===== config.mk =====
export PLATFORM = sky130hd
export DESIGN_NAME = sw_input_conditioner
export DESIGN_NICKNAME = d
export VERILOG_FILES = /design/src/rtl/sw_input_conditioner.sv
export SDC_FILE = /design/constraint.sdc
export NUM_CORES = 1
export LEC_CHECK = 0
export ABC_AREA = 1
export BUFFER_PORTS_ARGS = -buffer_cell sky130_fd_sc_hd__buf_2
export CAP_MARGIN = 5
export CORE_UTILIZATION = 56
export CTS_BUF_LIST = sky130_fd_sc_hd__clkbuf_16
export CTS_CLUSTER_DIAMETER = 150
export CTS_CLUSTER_SIZE = 14
export DETAILED_ROUTE_END_ITERATION = 16
export PLACE_DENSITY_LB_ADDON = 0.05
export SLEW_MARGIN = 0
export SYNTH_ARGS = -nofsm -noshare
export SYNTH_HDL_FRONTEND = slang
export SYNTH_SLANG_ARGS = --single-unit
export TNS_END_PERCENT = 20

===== constraint.sdc =====
create_clock -name clk_i -period 3 [get_ports clk_i]
set_input_delay 0.6 -clock clk_i [delete_from_list [all_inputs] [get_ports clk_i]]
set_output_delay 0.6 -clock clk_i [all_outputs]
set_load 0.03 [all_outputs]

===== src/rtl/sw_input_conditioner.sv =====
// rtl/sw_input_conditioner.sv - switch synchroniser/debouncer presenting a valid/ack byte per handshake toggle
// Optional debounce filter on the handshake switch: define SW_DEBOUNCE_EN.
module sw_input_conditioner #(
  parameter int N               = 8,
  parameter int DEBOUNCE_CYCLES = 16
) (
  input  logic         clk_i,
  input  logic         reset_i,
  input  logic [N-1:0] sw_data_i,
  input  logic         sw_ready_i,
  output logic [N-1:0] in_data_o,
  output logic         in_valid_o,
  input  logic         in_ack_i,
  output logic         overrun_o
);

  localparam logic [1:0] ST_INIT = 2'd0;
  localparam logic [1:0] ST_IDLE = 2'd1;
  localparam logic [1:0] ST_PEND = 2'd2;

  logic         rdy_s1_q, rdy_s2_q;
  logic [N-1:0] data_s1_q, data_s2_q;
  logic [1:0]   state_q, state_d;
  logic         init_cnt_q, init_cnt_d;
  logic         stable_lvl_q, stable_lvl_d;
  logic [N-1:0] in_data_q, in_data_d;
  logic         in_valid_q, in_valid_d;
  logic         overrun_q, overrun_d;
  logic         mismatch;
  logic         toggle;

  assign mismatch = (rdy_s2_q != stable_lvl_q);

`ifdef SW_DEBOUNCE_EN
  localparam int CW = $clog2(DEBOUNCE_CYCLES) + 1;
  localparam logic [CW-1:0] CNT_LAST = CW'(DEBOUNCE_CYCLES - 1);

  logic [CW-1:0] db_cnt_q, db_cnt_d;

  always_comb begin
    toggle   = 1'b0;
    db_cnt_d = '0;
    if (state_q != ST_INIT && mismatch) begin
      if (db_cnt_q == CNT_LAST) begin
        toggle = 1'b1;
      end else begin
        db_cnt_d = db_cnt_q + 1'b1;
      end
    end
  end

  always_ff @(posedge clk_i) begin
    if (reset_i) begin
      db_cnt_q <= '0;
    end else begin
      db_cnt_q <= db_cnt_d;
    end
  end
`else
  // Without the filter the count parameter only keeps the interface uniform.
  if (DEBOUNCE_CYCLES < 1) begin : g_cfg_unused
  end

  assign toggle = (state_q != ST_INIT) && mismatch;
`endif

  always_comb begin
    state_d      = state_q;
    init_cnt_d   = init_cnt_q;
    stable_lvl_d = stable_lvl_q;
    in_data_d    = in_data_q;
    in_valid_d   = in_valid_q;
    overrun_d    = overrun_q;
    case (state_q)
      ST_INIT: begin
        // Track the level s2 takes on this edge so leaving INIT never sees a mismatch.
        stable_lvl_d = rdy_s1_q;
        init_cnt_d   = 1'b1;
        if (init_cnt_q) begin
          state_d = ST_IDLE;
        end
      end
      ST_IDLE: begin
        if (toggle) begin
          in_data_d  = data_s2_q;
          in_valid_d = 1'b1;
          state_d    = ST_PEND;
        end
      end
      ST_PEND: begin
        if (toggle && in_ack_i) begin
          in_data_d = data_s2_q;
        end else if (toggle) begin
          overrun_d = 1'b1;
        end else if (in_ack_i) begin
          in_valid_d = 1'b0;
          state_d    = ST_IDLE;
        end
      end
      default: state_d = ST_INIT;
    endcase
    if (toggle) begin
      stable_lvl_d = rdy_s2_q;
    end
  end

  always_ff @(posedge clk_i) begin
    if (reset_i) begin
      rdy_s1_q     <= 1'b0;
      rdy_s2_q     <= 1'b0;
      data_s1_q    <= '0;
      data_s2_q    <= '0;
      state_q      <= ST_INIT;
      init_cnt_q   <= 1'b0;
      stable_lvl_q <= 1'b0;
      in_data_q    <= '0;
      in_valid_q   <= 1'b0;
      overrun_q    <= 1'b0;
    end else begin
      rdy_s1_q     <= sw_ready_i;
      rdy_s2_q     <= rdy_s1_q;
      data_s1_q    <= sw_data_i;
      data_s2_q    <= data_s1_q;
      state_q      <= state_d;
      init_cnt_q   <= init_cnt_d;
      stable_lvl_q <= stable_lvl_d;
      in_data_q    <= in_data_d;
      in_valid_q   <= in_valid_d;
      overrun_q    <= overrun_d;
    end
  end

  assign in_data_o  = in_data_q;
  assign in_valid_o = in_valid_q;
  assign overrun_o  = overrun_q;

endmodule


==> results.yml <==
outcome:
  status: "completed"
critical_path:
  setup.worst_path.end_class: "output pin"
  r2r_slack_ns: 1.83
  worst-setup-path-type: "flop to output pin"
  path_cells: "buf_2"
  crit_path_max_fanout: 2
  slowest_stage: "dfxtp_1"
  cp_data_arrival_time_ns: 0.81
  cp.buffers_inverters: 1
  cp_top_family: "flip-flops"
  cpPeakStageDelay_ns: 0.34
  crit_required_ns: 2.40
  worstSetupStartpointType: "flop"
grt:
  grt_start_max_net_pins: 33
  grt_pass1_vias: 572
  antenna_found_initial: 0
  grt_first_pass_wirelength_um: 2440
  grt_overflow_total: 0
  track_usage: 0.168
floorplanning:
  die_area_um2: 2260
  io_pins: 22
  die_h_um: 47.6
  fp.dieW_um: 47.6
  rows: 16
  fp.coreArea_um2: 1960
  initial_core_util: 0.592
yosys:
  synthCells: 139
  synth_top_area_cell: "dfxtp_1"
  synth_ff_type: "dfxtp_1"
  async_flop_share: 0
  ys_warn_count: 0
  avgSynthCellArea_um2: 8.36
  synth_cell_type_count: 17
  yosys.area.top_type_share: 0.551
  synthTopCellsByCount: "dfxtp_1 (32), inv_1 (25), nand2_1 (25)"
  ys_seq_area_frac: 0.551
  ys_ff_latch: 32
  synth_fp_nets: 151
  yosysMostFrequentCell: "dfxtp_1"
  synth_edf_count: 0
  syn-cell-area_um2: 1160
  ys_top_cells_by_area: "dfxtp_1 (55%), inv_1 (8.1%), nand2_1 (8.1%)"
layout:
  multi_input_area_um2: 393
  drive_gt1_frac: 0.315
  num_antenna_cells: 0
  area_growth_pct: 23.4
  regArea_um2: 641
  nets: 176
  final_cell_area_um2: 1430
  fillers: 173
routing:
  drcViolationCount: 0
  wire_per_inst_um: 8.74
  drt_iter0_markers: 17
  dr.pass1.iters: 4
  ant_nets: 0
  finalWirelength_um: 1680
  via_per_inst: 4.26
  via_count: 818
place:
  routabilityCongestion: 0.885
  post_dp_cell_area_um2: 1290
  hpwl_um: 1110
  portBuffers: 21
sta:
  final-setup-viol-count: 0
  slew-limit-headroom: 0.591
  hold_violations: 0
  rsz0062_at_grt: "false"
  slew_viol_final: 0
  timing.final.crit_share: 0.470
  final.setup.tns_ns: 0
  min_period_ns: 1.41
  fin_skew_ns: 0.00270
  whs_ns: 0.395
  timing.fmax_mhz: 709
  worst_pin_slew_ns: 0.613
cts:
  clockBufferDepth: 2
  hold_buffers: 0
  h-tree-depth: 2
  cts_resized: 0
  clkTransAtPathRegs_ns: 0.05
  cts_setup_buffers: 0
  clk_latency_ns: 0.27
  numCtsBuffers: 5
  cts_tree: "done"
  cts_sinks: 32
  root_buffer: "clkbuf_16"
worst_hold_path:
  holdCritPathClass: "flop to flop"
power:
  power_density_nw_per_um2: 802
  vdd_ir_drop_max_mv: 0.660
  p_leak_uw: 0.000682
job:
  cap_viol_max_count: 0
==> worst register-to-register path: cells and delay by family, from the launching register on <==
family	cells	cell delay, ns
buf+inv	3	0.28
compound gates	1	0.15
simple gates	4	0.31
flops	1	0.36
==> layout by cell type, fill, tap and decap left out <==
cell,netlist,final
dfxtp_1,32,32
clkbuf_16,0,5
nand2_2,9,9
buf_2,0,21
clkinv_8,1,1
a211oi_1,1,1
inv_2,2,2
clkinv_4,0,1
clkinv_2,0,2
a21oi_2,8,8
nor2_1,23,23
nand3_1,3,3
a31oi_1,1,1
inv_1,25,25
nand2_1,25,25
nor2_4,1,1
a21oi_1,3,3
nand2_4,1,1
nand2_8,1,1
==> kinds of logic (layout without fill, tap and decap cells) <==
family                 after synthesis  after routing  share of synthesized area
AND/OR/NAND/NOR                     63             63                      0.253
flip-flops                          32             32                      0.551
buffers and inverters               31             57                      0.111
AO/OA/AOI/OAI                       13             13                     0.0850
==> power breakdown <==
group / leakage [uW] / internal (uW) / switching [uW] / total (uW)
Clock: 0.0000736 / 305 / 171 / 475
Sequential: 0.000263 / 458 / 20.7 / 479
Combinational: 0.000346 / 64.9 / 132 / 196
Total: 0.000682 / 827 / 323 / 1150
==> worst paths after layout <==
check | startpoint | end | depth (start not counted)
hold / removal | data_s1_q[7] | data_s2_q[7] | 2
setup reg to reg | rdy_s2_q | in_data_o[1] | 8
setup / recovery | in_data_o[5] | in_data_o[5] | 1
hold reg to reg | data_s1_q[7] | data_s2_q[7] | 2
==> sequential cells by signal, summed over array words and instances (netlist names) <==
name and count:
rdy_s1_q 1, init_cnt_q 1, data_s1_q 8, in_data_o 8, state_q 2, in_valid_o 1
data_s2_q 8, stable_lvl_q 1, overrun_o 1, rdy_s2_q 1
==> layer usage <==
metal  GRT usage  part of all wire
met3      0.0792             0.076
met5           0                 0
met2       0.252              0.45
met4       0.100             0.015
met1       0.197              0.46
==> layout make-up <==
cell class | instances | area share
clock buffer | 5 | 0.0873
clock inverter | 3 | 0.0131
inverter | 28 | 0.0820
multi-input combinational | 76 | 0.274
sequential | 32 | 0.447
tap | 27 | 0.0236
timing repair buffer | 21 | 0.0733
==> metrics by stage <==
step | cells | setup slack, ns | total power (uW) | util
final | 192 | 1.59 | 1150 | 0.731
after detailed placement | 184 | 1.65 | 683 | 0.658
after global routing | 192 | 1.56 | 1210 | 0.731
after global placement | 184 | 1.66 | 678 | 0.658
after CTS | 192 | 1.59 | 1160 | 0.731
after floorplan | 139 | 1.82 | 646 | -
Note: power is estimated with default switching activity, not from simulation.
